`src/rtl/ldpc_pkg.sv`:
```
// Shared types and helpers for the min-sum LDPC decoder datapath.
package ldpc_pkg;

    localparam int MSG_W_DEF = 8;

    typedef logic signed [MSG_W_DEF-1:0] msg_t;

    localparam msg_t MSG_MAX = msg_t'((1 << (MSG_W_DEF - 1)) - 1);

    typedef enum logic {
        ACCUM,
        EMIT
    } vn_state_t;

    // Symmetric clip to +/-(2^(w-1)-1): the most negative code is never produced.
    function automatic logic signed [31:0] sat_clip(input logic signed [31:0] v, input int w);
        logic signed [31:0] lim;
        lim = (32'sd1 <<< (w - 1)) - 32'sd1;
        if (v > lim) return lim;
        if (v < -lim) return -lim;
        return v;
    endfunction

    function automatic msg_t sat_msg(input logic signed [31:0] v);
        return msg_t'(sat_clip(v, MSG_W_DEF));
    endfunction

endpackage

```
`src/rtl/vn_msg_buffer.sv`:
```
// Per-VN check-to-variable message store: sequential write pointer, random read index.
module vn_msg_buffer #(
    parameter int MAX_DEG = 8,
    parameter int MSG_W   = 8,
    localparam int CNT_W  = $clog2(MAX_DEG + 1),
    localparam int IDX_W  = $clog2(MAX_DEG)
) (
    input  logic                    clk,
    input  logic                    rst,
    input  logic                    clr,
    input  logic                    wr_en,
    input  logic signed [MSG_W-1:0] wr_data,
    input  logic [IDX_W-1:0]        rd_idx,
    output logic [CNT_W-1:0]        wr_ptr,
    output logic signed [MSG_W-1:0] rd_data
);

    logic signed [MSG_W-1:0] mem [MAX_DEG];

    always_ff @(posedge clk or negedge rst) begin
        if (!rst) begin
            wr_ptr <= '0;
        end else if (clr) begin
            wr_ptr <= '0;
        end else if (wr_en) begin
            wr_ptr <= wr_ptr + 1'b1;
        end
    end

    // NOTE: storage has no reset; every entry is written before it is read within a VN.
    always_ff @(posedge clk) begin
        if (wr_en) begin
            mem[wr_ptr[IDX_W-1:0]] <= wr_data;
        end
    end

    assign rd_data = mem[rd_idx];

endmodule

```
`src/rtl/vn_update_engine.sv`:
```
// Serial min-sum variable-node update: accumulate one VN's edges, then emit extrinsic messages.
module vn_update_engine
    import ldpc_pkg::*;
#(
    parameter int N_V     = 44,
    parameter int MAX_DEG = 8,
    parameter int MSG_W   = 8
) (
    input  logic                    clk,
    input  logic                    rst,
    input  logic signed [MSG_W-1:0] llr,
    input  logic                    s_valid,
    output logic                    s_ready,
    input  logic signed [MSG_W-1:0] s_msg,
    input  logic                    s_last,
    output logic                    m_valid,
    input  logic                    m_ready,
    output logic signed [MSG_W-1:0] m_msg,
    output logic                    m_last,
    output logic                    post_valid,
    output logic signed [MSG_W-1:0] post_llr,
    output logic                    hard_bit,
    output logic [$clog2(N_V)-1:0]  vn_idx,
    output logic                    deg_err,
    output logic                    frame_done
);

    localparam int SUM_W = MSG_W + $clog2(MAX_DEG + 1) + 1;
    localparam int CNT_W = $clog2(MAX_DEG + 1);
    localparam int IDX_W = $clog2(MAX_DEG);
    localparam int VN_W  = $clog2(N_V);

    function automatic logic signed [MSG_W-1:0] sat(input logic signed [SUM_W-1:0] v);
        return MSG_W'(sat_clip(32'(v), MSG_W));
    endfunction

    vn_state_t               state;
    logic signed [SUM_W-1:0] sum;
    logic [CNT_W-1:0]        k;
    logic [CNT_W-1:0]        wr_ptr;
    logic [IDX_W-1:0]        rd_idx;
    logic signed [MSG_W-1:0] rd_data;

    logic                    s_fire;
    logic                    m_fire;
    logic                    first;
    logic                    close;
    logic                    buf_clr;
    logic signed [SUM_W-1:0] sum_nxt;
    logic signed [MSG_W-1:0] first_sub;
    logic signed [MSG_W-1:0] out_first;
    logic signed [MSG_W-1:0] out_next;

    assign s_fire  = s_valid && s_ready;
    assign m_fire  = m_valid && m_ready;
    assign first   = (wr_ptr == '0);
    assign close   = s_fire && (s_last || wr_ptr == CNT_W'(MAX_DEG - 1));
    assign buf_clr = (state == EMIT) && m_fire && m_last;

    assign sum_nxt = first ? (SUM_W'(llr) + SUM_W'(s_msg)) : (sum + SUM_W'(s_msg));

    // A degree-1 VN closes on its first beat, before buf[0] holds anything.
    assign first_sub = first ? s_msg : rd_data;
    assign out_first = sat(sum_nxt - SUM_W'(first_sub));
    assign out_next  = sat(sum - SUM_W'(rd_data));

    // NOTE: give every always_comb output a default first so no path can infer a latch.
    always_comb begin
        rd_idx = '0;
        if (state == EMIT) begin
            rd_idx = IDX_W'(k + 1'b1);
        end
    end

    vn_msg_buffer #(
        .MAX_DEG (MAX_DEG),
        .MSG_W   (MSG_W)
    ) u_buf (
        .clk     (clk),
        .rst     (rst),
        .clr     (buf_clr),
        .wr_en   (s_fire),
        .wr_data (s_msg),
        .rd_idx  (rd_idx),
        .wr_ptr  (wr_ptr),
        .rd_data (rd_data)
    );

    // NOTE: state and registered outputs use non-blocking assignments only.
    always_ff @(posedge clk or negedge rst) begin
        if (!rst) begin
            state      <= ACCUM;
            s_ready    <= 1'b1;
            m_valid    <= 1'b0;
            m_msg      <= '0;
            m_last     <= 1'b0;
            post_valid <= 1'b0;
            post_llr   <= '0;
            hard_bit   <= 1'b0;
            vn_idx     <= '0;
            deg_err    <= 1'b0;
            frame_done <= 1'b0;
            sum        <= '0;
            k          <= '0;
        end else begin
            post_valid <= 1'b0;
            deg_err    <= 1'b0;
            frame_done <= 1'b0;
            case (state)
                ACCUM: begin
                    if (s_fire) begin
                        sum <= sum_nxt;
                        if (close) begin
                            state      <= EMIT;
                            s_ready    <= 1'b0;
                            m_valid    <= 1'b1;
                            m_msg      <= out_first;
                            m_last     <= first;
                            post_valid <= 1'b1;
                            post_llr   <= sat(sum_nxt);
                            hard_bit   <= sum_nxt[SUM_W-1];
                            deg_err    <= !s_last;
                            k          <= '0;
                        end
                    end
                end
                EMIT: begin
                    if (m_fire) begin
                        if (m_last) begin
                            state      <= ACCUM;
                            s_ready    <= 1'b1;
                            m_valid    <= 1'b0;
                            m_last     <= 1'b0;
                            sum        <= '0;
                            frame_done <= (vn_idx == VN_W'(N_V - 1));
                            vn_idx     <= (vn_idx == VN_W'(N_V - 1)) ? '0 : vn_idx + 1'b1;
                        end else begin
                            // wr_ptr equals the VN degree while emitting.
                            k      <= k + 1'b1;
                            m_msg  <= out_next;
                            m_last <= (k + CNT_W'(2) == wr_ptr);
                        end
                    end
                end
            endcase
        end
    end

endmodule

```
`config.mk`:
```
export PLATFORM = sky130hd
export DESIGN_NAME = vn_update_engine
export DESIGN_NICKNAME = d
export VERILOG_FILES = /design/src/rtl/ldpc_pkg.sv /design/src/rtl/vn_msg_buffer.sv /design/src/rtl/vn_update_engine.sv
export SDC_FILE = /design/constraint.sdc
export NUM_CORES = 1
export LEC_CHECK = 0
export ABC_CLOCK_PERIOD_IN_PS = 5400
export CORE_MARGIN = 2
export CORE_UTILIZATION = 62
export CTS_BUF_LIST = sky130_fd_sc_hd__clkbuf_4
export DETAILED_ROUTE_END_ITERATION = 8
export PLACE_DENSITY = 0.83
export REMOVE_ABC_BUFFERS = 1
export SYNTH_ARGS = -nofsm -noshare
export SYNTH_HDL_FRONTEND = slang
export SYNTH_SLANG_ARGS = --single-unit
```
`constraint.sdc`:
```
create_clock -name clk -period 5.4 [get_ports clk]
set_input_delay 0.81 -clock clk [delete_from_list [all_inputs] [get_ports clk]]
set_output_delay 0.81 -clock clk [all_outputs]
set_load 0.02 [all_outputs]
```
==> results.cfg <==
[finish]
final_common_cell = nand2_1
nets = 859
stdcell_area_um2 = 8327
diodes = 0
instances_no_fill = 941
drive_gt1_frac = 0.1178
final_cell_mix = 96 x nand2_1, 64 x edfxtp_1, 52 x nor2_1, 50 x dfrtp_1, 49 x ha_1
area_growth_pct = 15.14

[cts]
cts-root-buf = clkbuf_4
path_clk_slew_ns = 0.12
clk_path_buf_depth = 2
clk_latency_ns = 0.52
numCtsBuffers = 17
cts_tree = done
cts.sinks = 115
postCtsSetupBuffers = 0
htree_num_levels = 4

[critical_path]
r2r_setup_slack_ns = 0.41
timing.rr.end = m_msg[1]
worst-path-buf-inv = 3
cpLargestDelayFamily = compound AO/OA/AOI/OAI gates
crit_path_max_incr_delay_ns = 0.53
crit_required_ns = 5.82
rr_worst_depth = 16
cp_max_fo = 7
arrival_ns = 5.49
slowest_stage = clkdlybuf4s50_1
crit_chain = clkdlybuf4s50_1, ha_1, inv_1, fa_1, and2b_1, o2111ai_1, a31oi_1, or4_1, nand3_1, inv_1, ha_1, a21o_1, a21oi_1, o21ai_0, a211oi_1, xor2_1, xnor2_1, nor2_1, o21a_4, a221oi_2
crit_type = primary input to flop
endpoint_kind = flop
r2r-start = k[1]
cp.depth = 20
start_kind = primary input

[synth]
syn-cell-area_um2 = 7232
yosysWarnings = 0
syn_inst = 711
yosysSeqAreaShare = 0.4424
synthFlopType = edfxtp_1
synth_edf_count = 64
postSynthAreaPerCell_um2 = 10.17
yosysUniqueCellTypes = 77
async_flop_share = 0.4435
synth_seq_cells = 115

[timing]
setup_ws_ns = 0.3352
post-route-period-util = 0.9379
fin_skew_ns = 0.01870
tightest_slew_ns = 0.9685
finalSetupViolCount = 0
finalCriticalPeriod_ns = 5.065
slew_viol_final = 0
final.setup.tns_ns = 0
slew_headroom = 0.3519
max_freq_mhz = 197.4
hold_violations = 0

[floorplanning]
dieWidth_um = 112
core_um2 = 11420
die-area_um2 = 12540
rows = 39
die_y_um = 112
io_pins = 50
initial_core_util = 0.6334

[global_routing]
grt_max_degree = 52
grt_pass1_wl_um = 31470
antenna_found_initial = 0
grtUsageTotal = 0.3194
gr-total-overflow = 0
grt_pass1_vias = 6335

[place]
place_hpwl_um = 14020
placed_area_um2 = 8009
dp.cells = 909
port_buffers = 49
gp_congestion = 1.005
post-place-ws_ns = -0.03432

[drt]
viasPerCell = 6.399
wirelength_um = 19020
antenna_left = 0
drc_errors = 0
routedWlPerCell_um = 20.21
drt_iter0_markers = 708
num_vias = 6021
firstDrtPassIters = 5

[flow_run]
cap_violations = 0

[outcome]
run_status = complete, no violations

[hold_path]
hold_class = primary input to async pin
[worst max path at each step]
stage             start       end  slack, ns
3_3_place_gp   s_msg[0]  m_msg[1]       0.17
2_1_floorplan      k[0]  m_msg[1]       0.57
3_5_place_dp   s_msg[0]  m_msg[4]      -0.03
6_report       s_msg[0]  m_msg[4]       0.34
4_1_cts            k[1]  m_msg[4]       0.23
5_1_grt            k[1]  m_msg[1]      -0.02
[state kept, by name, summed over array words and instances, names as in the netlist]
name          cells
u_buf.mem        64
sum              13
m_msg             8
post_llr          8
vn_idx            6
k                 4
u_buf.wr_ptr      4
deg_err           1
frame_done        1
hard_bit          1
m_last            1
m_valid           1
post_valid        1
s_ready           1
state             1
[synthesized netlist by cell type, types with 8 or more instances]
cell	n	share of area
nand2_1	97	0.050
edfxtp_1	64	0.27
nor2_1	52	0.027
dfrtp_1	50	0.17
ha_1	49	0.085
o21ai_0	37	0.026
xnor2_1	31	0.038
a21oi_1	28	0.019
nand3_1	26	0.018
inv_1	20	0.010
nor3_1	18	0.012
xor2_1	18	0.022
clkbuf_1	14	0.0073
o21ai_1	13	0.0090
nand2b_1	11	0.0095
a211oi_1	9	0.0093
a21o_1	9	0.0093
a311oi_1	9	0.011
and3_1	9	0.0078
o21a_1	9	0.0093
nor2b_1	8	0.0069
[cell type report]
class	count	area, µm²
Tap cell	143	178.9
Fill cell	817	3092
Multi-Input combinational cell	553	3872
Timing Repair Buffer	77	695.7
Inverter	21	78.83
Clock buffer	19	142.6
Sequential cell	115	3199
Clock inverter	13	158.9
[metal layers]
metal	global-route usage	wire length (µm)
met5	0	0
met4	0.1341	597
met3	0.06805	1768
met2	0.5240	8991
met1	0.4161	7665
[timing repair]
item,CTS,global route
endpoints found under the setup margin,0,8
gates resized for setup,0,5
hold endpoints to repair,0,0
hold buffers,0,0
[through the flow]
stage	utilization	hold slack [ns]
2_1_floorplan	-	0.4817
3_3_place_gp	0.7014	0.4674
3_5_place_dp	0.7014	0.4646
4_1_cts	0.7278	0.3998
5_1_grt	0.7292	0.3947
6_report	0.7292	0.3877
[kinds of logic (layout without fill, tap and decap cells)]
kind of cell             Yosys count  count (layout)  share of synthesized area
flip-flops                       115             115                     0.4424
adder cells (fa/ha/maj)           53              53                    0.09585
buffers and inverters             43             130                    0.02439
AND/OR/NAND/NOR                  266             266                     0.1772
AO/OA/AOI/OAI                    168             168                     0.1647
multiplexers                      17              17                    0.03616
XOR/XNOR                          49              49                    0.05934
Power is not shown: default switching activity piles up to over one toggle a cycle in this logic, so the estimate is an artifact.
